### config.mk
export PLATFORM = sky130hd
export DESIGN_NAME = lfsr_keystream_ctrl_flat
export DESIGN_NICKNAME = d
export VERILOG_FILES = /design/src/rtl/lfsr_keystream_ctrl_if.sv /design/src/rtl/lfsr_keystream_ctrl.sv /design/src/flat_wrapper.sv
export SDC_FILE = /design/constraint.sdc
export NUM_CORES = 1
export LEC_CHECK = 0
export CAP_MARGIN = 10
export CORE_ASPECT_RATIO = 1.2
export CORE_MARGIN = 2
export CORE_UTILIZATION = 47
export CTS_BUF_LIST = sky130_fd_sc_hd__clkbuf_2 sky130_fd_sc_hd__clkbuf_4 sky130_fd_sc_hd__clkbuf_8
export CTS_CLUSTER_DIAMETER = 100
export DETAILED_ROUTE_END_ITERATION = 8
export PLACE_DENSITY = 0.77
export SLEW_MARGIN = 20
export SYNTH_ARGS = -nofsm -noshare
export SYNTH_HDL_FRONTEND = slang
export SYNTH_SLANG_ARGS = --single-unit
### constraint.sdc
create_clock -name i_clk -period 1.4 [get_ports i_clk]
set_input_delay 0.14 -clock i_clk [delete_from_list [all_inputs] [get_ports i_clk]]
set_output_delay 0.14 -clock i_clk [all_outputs]
set_load 0.01 [all_outputs]
### src/rtl/lfsr_keystream_ctrl_if.sv
// lfsr_keystream_ctrl_if
//   Control/handshake bundle for lfsr_keystream_ctrl.
//   master : session controller and requesters (drives i_*, observes o_*)
//   slave  : lfsr_keystream_ctrl (observes i_*, drives o_*)
//   i_start   session start pulse           i_stop    abort session
//   i_seed    4-bit LFSR seed (nonzero)     i_warmup  keystream bits to discard
//   i_req     per-requester byte request    o_byte    assembled keystream byte
//   o_valid   byte available                o_gnt     one-hot grant
//   o_busy    not in IDLE                   o_err     sticky zero-seed error
interface lfsr_keystream_ctrl_if;
    logic       i_start;
    logic       i_stop;
    logic [3:0] i_seed;
    logic [7:0] i_warmup;
    logic [1:0] i_req;
    logic [7:0] o_byte;
    logic       o_valid;
    logic [1:0] o_gnt;
    logic       o_busy;
    logic       o_err;

    modport master (
        output i_start, i_stop, i_seed, i_warmup, i_req,
        input  o_byte, o_valid, o_gnt, o_busy, o_err
    );

    modport slave (
        input  i_start, i_stop, i_seed, i_warmup, i_req,
        output o_byte, o_valid, o_gnt, o_busy, o_err
    );
endinterface

### src/rtl/lfsr_keystream_ctrl.sv
// lfsr_keystream_ctrl
//   Seeds a free-running 4-bit LFSR, discards a programmable number of warm-up
//   bits, assembles keystream bytes LSB-first and hands each byte to one of two
//   requesters through a round-robin grant.
//   i_clk         clock, rising edge
//   i_reset       synchronous active-high reset
//   i_keystream   keystream bit from the LFSR
//   o_lfsr_reset  seed-load strobe to the LFSR (one cycle per session)
//   o_lfsr_seed   registered seed presented to the LFSR
//   bus           session control, requests, byte output and status
module lfsr_keystream_ctrl (
    input  logic       i_clk,
    input  logic       i_reset,
    input  logic       i_keystream,
    output logic       o_lfsr_reset,
    output logic [3:0] o_lfsr_seed,
    lfsr_keystream_ctrl_if.slave bus
);

    localparam logic [2:0] S_IDLE  = 3'd0;
    localparam logic [2:0] S_LOAD  = 3'd1;
    localparam logic [2:0] S_WARM  = 3'd2;
    localparam logic [2:0] S_FILL  = 3'd3;
    localparam logic [2:0] S_OFFER = 3'd4;

    logic [2:0] r_state;
    logic [7:0] r_warm;
    logic [6:0] r_shift;
    logic [2:0] r_bitcnt;
    logic       r_last;     // index of the requester granted most recently
    logic [1:0] w_gnt;
    logic       w_xfer;

    // Grant only in OFFER; a concurrent stop suppresses the transfer.
    always_comb begin
        w_gnt = '0;
        if (r_state == S_OFFER && !bus.i_stop) begin
            case (bus.i_req)
                2'b01:   w_gnt = 2'b01;
                2'b10:   w_gnt = 2'b10;
                2'b11:   w_gnt = r_last ? 2'b01 : 2'b10;
                default: w_gnt = '0;
            endcase
        end
    end

    assign bus.o_gnt   = w_gnt;
    assign bus.o_valid = (r_state == S_OFFER);
    assign bus.o_busy  = (r_state != S_IDLE);
    assign o_lfsr_reset = (r_state == S_LOAD);
    assign w_xfer      = bus.o_valid & (|w_gnt);

    always_ff @(posedge i_clk) begin
        if (i_reset) begin
            r_state     <= S_IDLE;
            o_lfsr_seed <= '0;
            bus.o_byte  <= '0;
            bus.o_err   <= 1'b0;
            r_warm      <= '0;
            r_shift     <= '0;
            r_bitcnt    <= '0;
            r_last      <= 1'b1;
        end else if (r_state != S_IDLE && bus.i_stop) begin
            r_state <= S_IDLE;
        end else begin
            case (r_state)
                S_IDLE: begin
                    if (bus.i_start && !bus.i_stop) begin
                        if (bus.i_seed != 4'd0) begin
                            o_lfsr_seed <= bus.i_seed;
                            r_warm      <= bus.i_warmup;
                            bus.o_err   <= 1'b0;
                            r_state     <= S_LOAD;
                        end else begin
                            bus.o_err <= 1'b1;
                        end
                    end
                end
                S_LOAD: begin
                    // Clearing here discards any partial byte left by a stop.
                    r_bitcnt <= '0;
                    r_state  <= (r_warm != 8'd0) ? S_WARM : S_FILL;
                end
                S_WARM: begin
                    r_warm <= r_warm - 8'd1;
                    if (r_warm == 8'd1) r_state <= S_FILL;
                end
                S_FILL: begin
                    // New bit enters at the top so the first sample ends in bit 0.
                    r_shift  <= {i_keystream, r_shift[6:1]};
                    r_bitcnt <= r_bitcnt + 3'd1;
                    if (r_bitcnt == 3'd7) begin
                        bus.o_byte <= {i_keystream, r_shift};
                        r_state    <= S_OFFER;
                    end
                end
                S_OFFER: begin
                    // Keystream bits arriving here are dropped; counter already wrapped to 0.
                    if (w_xfer) begin
                        r_last  <= w_gnt[1];
                        r_state <= S_FILL;
                    end
                end
                default: r_state <= S_IDLE;
            endcase
        end
    end

endmodule

### src/flat_wrapper.sv
// flat-port wrapper written by rule: the top's interface ports become plain ports
module lfsr_keystream_ctrl_flat 
  (i_clk, i_reset, i_keystream, o_lfsr_reset, o_lfsr_seed, bus_i_start, bus_i_stop, bus_i_seed, bus_i_warmup, bus_i_req, bus_o_byte, bus_o_valid, bus_o_gnt, bus_o_busy, bus_o_err);
  lfsr_keystream_ctrl_if bus_i ();
  input  logic i_clk;
  input  logic i_reset;
  input  logic i_keystream;
  output logic o_lfsr_reset;
  output logic [3:0] o_lfsr_seed;
  input wire logic [$bits(bus_i.i_start)-1:0] bus_i_start;
  input wire logic [$bits(bus_i.i_stop)-1:0] bus_i_stop;
  input wire logic [$bits(bus_i.i_seed)-1:0] bus_i_seed;
  input wire logic [$bits(bus_i.i_warmup)-1:0] bus_i_warmup;
  input wire logic [$bits(bus_i.i_req)-1:0] bus_i_req;
  output wire logic [$bits(bus_i.o_byte)-1:0] bus_o_byte;
  output wire logic [$bits(bus_i.o_valid)-1:0] bus_o_valid;
  output wire logic [$bits(bus_i.o_gnt)-1:0] bus_o_gnt;
  output wire logic [$bits(bus_i.o_busy)-1:0] bus_o_busy;
  output wire logic [$bits(bus_i.o_err)-1:0] bus_o_err;
  assign bus_i.i_start = bus_i_start;
  assign bus_i.i_stop = bus_i_stop;
  assign bus_i.i_seed = bus_i_seed;
  assign bus_i.i_warmup = bus_i_warmup;
  assign bus_i.i_req = bus_i_req;
  assign bus_o_byte = bus_i.o_byte;
  assign bus_o_valid = bus_i.o_valid;
  assign bus_o_gnt = bus_i.o_gnt;
  assign bus_o_busy = bus_i.o_busy;
  assign bus_o_err = bus_i.o_err;
  lfsr_keystream_ctrl u_core (.i_clk(i_clk), .i_reset(i_reset), .i_keystream(i_keystream), .o_lfsr_reset(o_lfsr_reset), .o_lfsr_seed(o_lfsr_seed), .bus(bus_i));
endmodule
==> summary by stage <==
Clocking
The maximum number of buffers from clock root to sink is 2. At the later pin of the worst-skew pair, clock insertion delay measures approximately 0.30 ns. The number of clock buffers added by TritonCTS is 5. The clock net in this run drives a total of 35 sinks. In this run the clock root is driven by a sky130_fd_sc_hd__clkbuf_8. TritonCTS built the clock tree. The H-tree level count is 2. The clock-pin slew reported for the worst setup and hold paths after clock tree synthesis is approximately 0.07 ns.

Timing
At the pin with the least slew margin, the transition time is 0.436 ns. The hold violation total from the final report is 0. The worst hold-check slack is 0.208 ns. The relative slew slack is 70.7%. The number of slew-limit violations in the final report is 0. Setup repair after global routing could not meet its margin everywhere. Setup slack on the critical path of the routed design comes to -0.255 ns. The setup-violating endpoint count in the final report is 34.

The worst path uses 118% of the clock period. Derived from the worst setup path, the maximum achievable clock frequency is 604 MHz. The clock skew after layout is 0.0115 ns. Counting I/O delays and the setup requirement, the final critical path takes 1.66 ns.

Worst setup path
In this design, the stage delay of the slowest critical-path cell is 0.52 ns. The worst setup path is launched from a flop. The worst-path maximum fanout is 8.

The number of cells on the worst reg-to-reg path is 5. STA classifies the critical path endpoint as a flop. The worst setup path is of the flop to flop kind. The worst register-to-register path has a setup slack of -0.26 ns.

Walking the worst path, the cells encountered are buf_12, or4b_4, a21oi_4, a32oi_2, o31ai_1. The slowest library cell on the worst path is sky130_fd_sc_hd__or4b_4. The endpoint identified for the worst register-to-register timing path is u_core.r_state[0]$_SDFFE_PP0P_. Tracing the worst setup path back leads to its startpoint at u_core.r_state[1]$_SDFFE_PP0P_. Data on the critical path arrives at its endpoint at 1.85 ns. For the worst setup path, the data required time is 1.60 ns. The reg-to-reg critical path startpoint is u_core.r_state[1]$_SDFFE_PP0P_.

Floorplanning
The number of rows in the core area is 24. The core region is 0.00360 mm2. The top-level port count is 37. The die is 71.1 um tall. The die area is 0.00426 mm2. The starting density of the core is about half. The die is 59.9 um wide.

Cells and area
The count of antenna diodes in the layout is 0. The filler cells instantiated in the layout total 171. For this run, the post-layout net count is 329.

Across the whole layout, storage elements account for between 700 and 800 um2. The multi-input logic area is 0.00129 mm2. Once layout is complete, the utilization of the core stands at 85.3%.

The area growth from synthesis to layout is 74.6%. The post-route netlist has 45.4% of its cells at a drive strength greater than 1. The library cells used most frequently in the layout, excluding fill and tap cells, are sky130_fd_sc_hd__buf_4, sky130_fd_sc_hd__dfxtp_1, sky130_fd_sc_hd__clkdlybuf4s50_1. Leaving out fill and tap cells, the most frequent cell in the layout is sky130_fd_sc_hd__buf_4.

Yosys
The number of nets in the synthesized netlist is 247. The area of the mapped netlist is 0.00176 mm2. Counting distinct cell types in the post-synthesis netlist gives 44.

In the synthesized netlist the async set-or-reset flop fraction comes to 0%. Yosys printed 0 warnings. The gate count of the mapped netlist is approximately 220. Sequential cells were found to cover just under 40% of the synthesized design area.

The synthesized flop and latch total is 35. In this run, synthesis inferred 0 flip-flops with an integrated enable. The predominant post-synthesis flop cell is sky130_fd_sc_hd__dfxtp_1.

The mean instance size in the synthesized netlist is approximately 8 um2.

Route
After detailed routing, the average wire length per cell comes to slightly below 20 um. The number of nets with antenna violations after detailed routing is 0. Summed over all layers, the routed wires come to 6850 um. The detailed router placed 2080 vias in this run. Before antenna repair, the detailed router went through 6 iterations.

After detailed routing, the number of remaining DRC violations is 0. The detailed router finished its first iteration with 144 violations. After detailed routing, the number of vias per cell comes to 6.03.

Worst hold path
The class of the worst hold path is input pin to flop. Counting instances, the worst hold path has a depth of 3. The worst min-delay path startpoint is bus_i_seed[3]. The worst hold path terminates at u_core.o_lfsr_seed[3]$_SDFFE_PP0P_.

Run status
The final reports fail on negative setup slack. The run finished, with violations left.

Placement
The half-perimeter wire length after detailed placement is approximately 3200 um. OpenSTA, run right after detailed placement, puts the worst setup slack at -0.458 ns. The number of I/O port buffers is 36. The routability congestion estimate is around 0.8.

Global routing
The remaining global-route overflow is 0. Entering global routing, the biggest net connects 23 pins. The wire length of the first global-routing pass is 8200 um. The number of global-route vias before repair was 1850.

The number of antenna violations at the first check in global routing came to 0. The combined global-route utilization of all metal layers is 25.0%.

Power
The power density over cell area is between 1000 and 1500 mW/mm2. The analysis attributes to cell leakage a power of 1.24 nW. IR analysis of the VDD net gives a maximum drop of 0.803 mV.

Run
The tool flagged a number of max-cap violations equal to 0.
==> critical path, delay by kind of cell (launching register included) <==
| family | cells | cell delay [ns] |
|---|---|---|
| compound gates | 3 | 0.53 |
| buf+inv | 1 | 0.13 |
| flops | 1 | 0.36 |
| simple gates | 1 | 0.52 |
==> through the flow <==
stage | total power, mW | instances | cell area (um2) | TNS [ns]
floorplan | 1.49 | 223 | 1770 | 0
global placement | 1.82 | 317 | 2390 | -10.50
detailed placement | 1.84 | 317 | 2390 | -11.58
CTS | 2.88 | 336 | 2690 | -1.23
global route | 3.30 | 345 | 3080 | -4.85
finish | 3.21 | 345 | 3080 | -3.39
==> worst max-delay path by stage <==
stage | end | depth (start not counted) | slack, ns
floorplan | u_core.r_state[0]$_SDFFE_PP0P_ | 5 | 0.02
finish | u_core.r_state[0]$_SDFFE_PP0P_ | 5 | -0.26
detailed placement | bus_o_gnt[1] | 5 | -0.46
global route | u_core.r_state[0]$_SDFFE_PP0P_ | 5 | -0.29
CTS | u_core.r_state[0]$_SDFFE_PP0P_ | 5 | -0.12
global placement | bus_o_gnt[1] | 5 | -0.41
==> cell families after synthesis <==
| kind of cell | synth area share, % |
|---|---|
| compound gates | 21.4 |
| fa+ha+maj | 3.55 |
| buf+inv | 6.32 |
| flops | 39.8 |
| mux | 2.91 |
| simple gates | 26.0 |
==> state kept, by name (all words and copies together), names as in the netlist <==
signal / flops
u_core.bus.o_byte: 8
u_core.r_warm: 8
u_core.r_shift: 7
u_core.o_lfsr_seed: 4
u_core.r_bitcnt: 3
u_core.r_state: 3
u_core.bus.o_err: 1
u_core.r_last: 1
==> synth_stat cells (all sizes together) (5+ instances only) <==
| library cell | number | area share (%) |
|---|---|---|
| nand2 | 39 | 8.3 |
| dfxtp | 35 | 40 |
| a21oi | 31 | 8.8 |
| nor2 | 20 | 4.3 |
| nand3 | 12 | 3.4 |
| o21ai | 11 | 3.1 |
| inv | 9 | 1.9 |
| buf | 8 | 2.9 |
| clkbuf | 7 | 1.5 |
| a21o | 6 | 2.6 |
| ha | 5 | 3.6 |
| nor3 | 5 | 1.4 |
==> power by group <==
| part | internal, mW | switching [mW] | total, mW |
|---|---|---|---|
| sequential | 1.05 | 0.0561 | 1.10 |
| clock | 0.576 | 0.385 | 0.961 |
| combinational | 0.574 | 0.568 | 1.14 |
==> area by class of cell <==
class	instances	area share (%)
Clock buffer	6	2.69
Inverter	9	1.10
Multi-Input combinational cell	164	42.0
Tap cell	39	1.59
Sequential cell	35	23.1
Clock inverter	2	1.14
Timing Repair Buffer	90	28.4
==> per-layer routing <==
| metal | vias to the layer above | share of wire, % | GRT usage, % | routed length [um] |
|---|---|---|---|---|
| met2 | 102 | 52 | 44.0 | 3540 |
| met3 | 42 | 6.3 | 5.85 | 430 |
| met4 | 0 | 6.4 | 9.88 | 437 |
| met1 | 984 | 36 | 28.2 | 2440 |
| met5 | - | 0 | 0 | 0 |
| li1 | 952 | - | - | - |
==> what timing repair did <==
action	in CTS	in global routing
setup buffers	9	9
resized for setup	54	78
pin swaps	17	42
cloned	2	1
hold buffers	0	0
endpoints found under the setup margin	36	39
(Power assumes the default switching activity.)
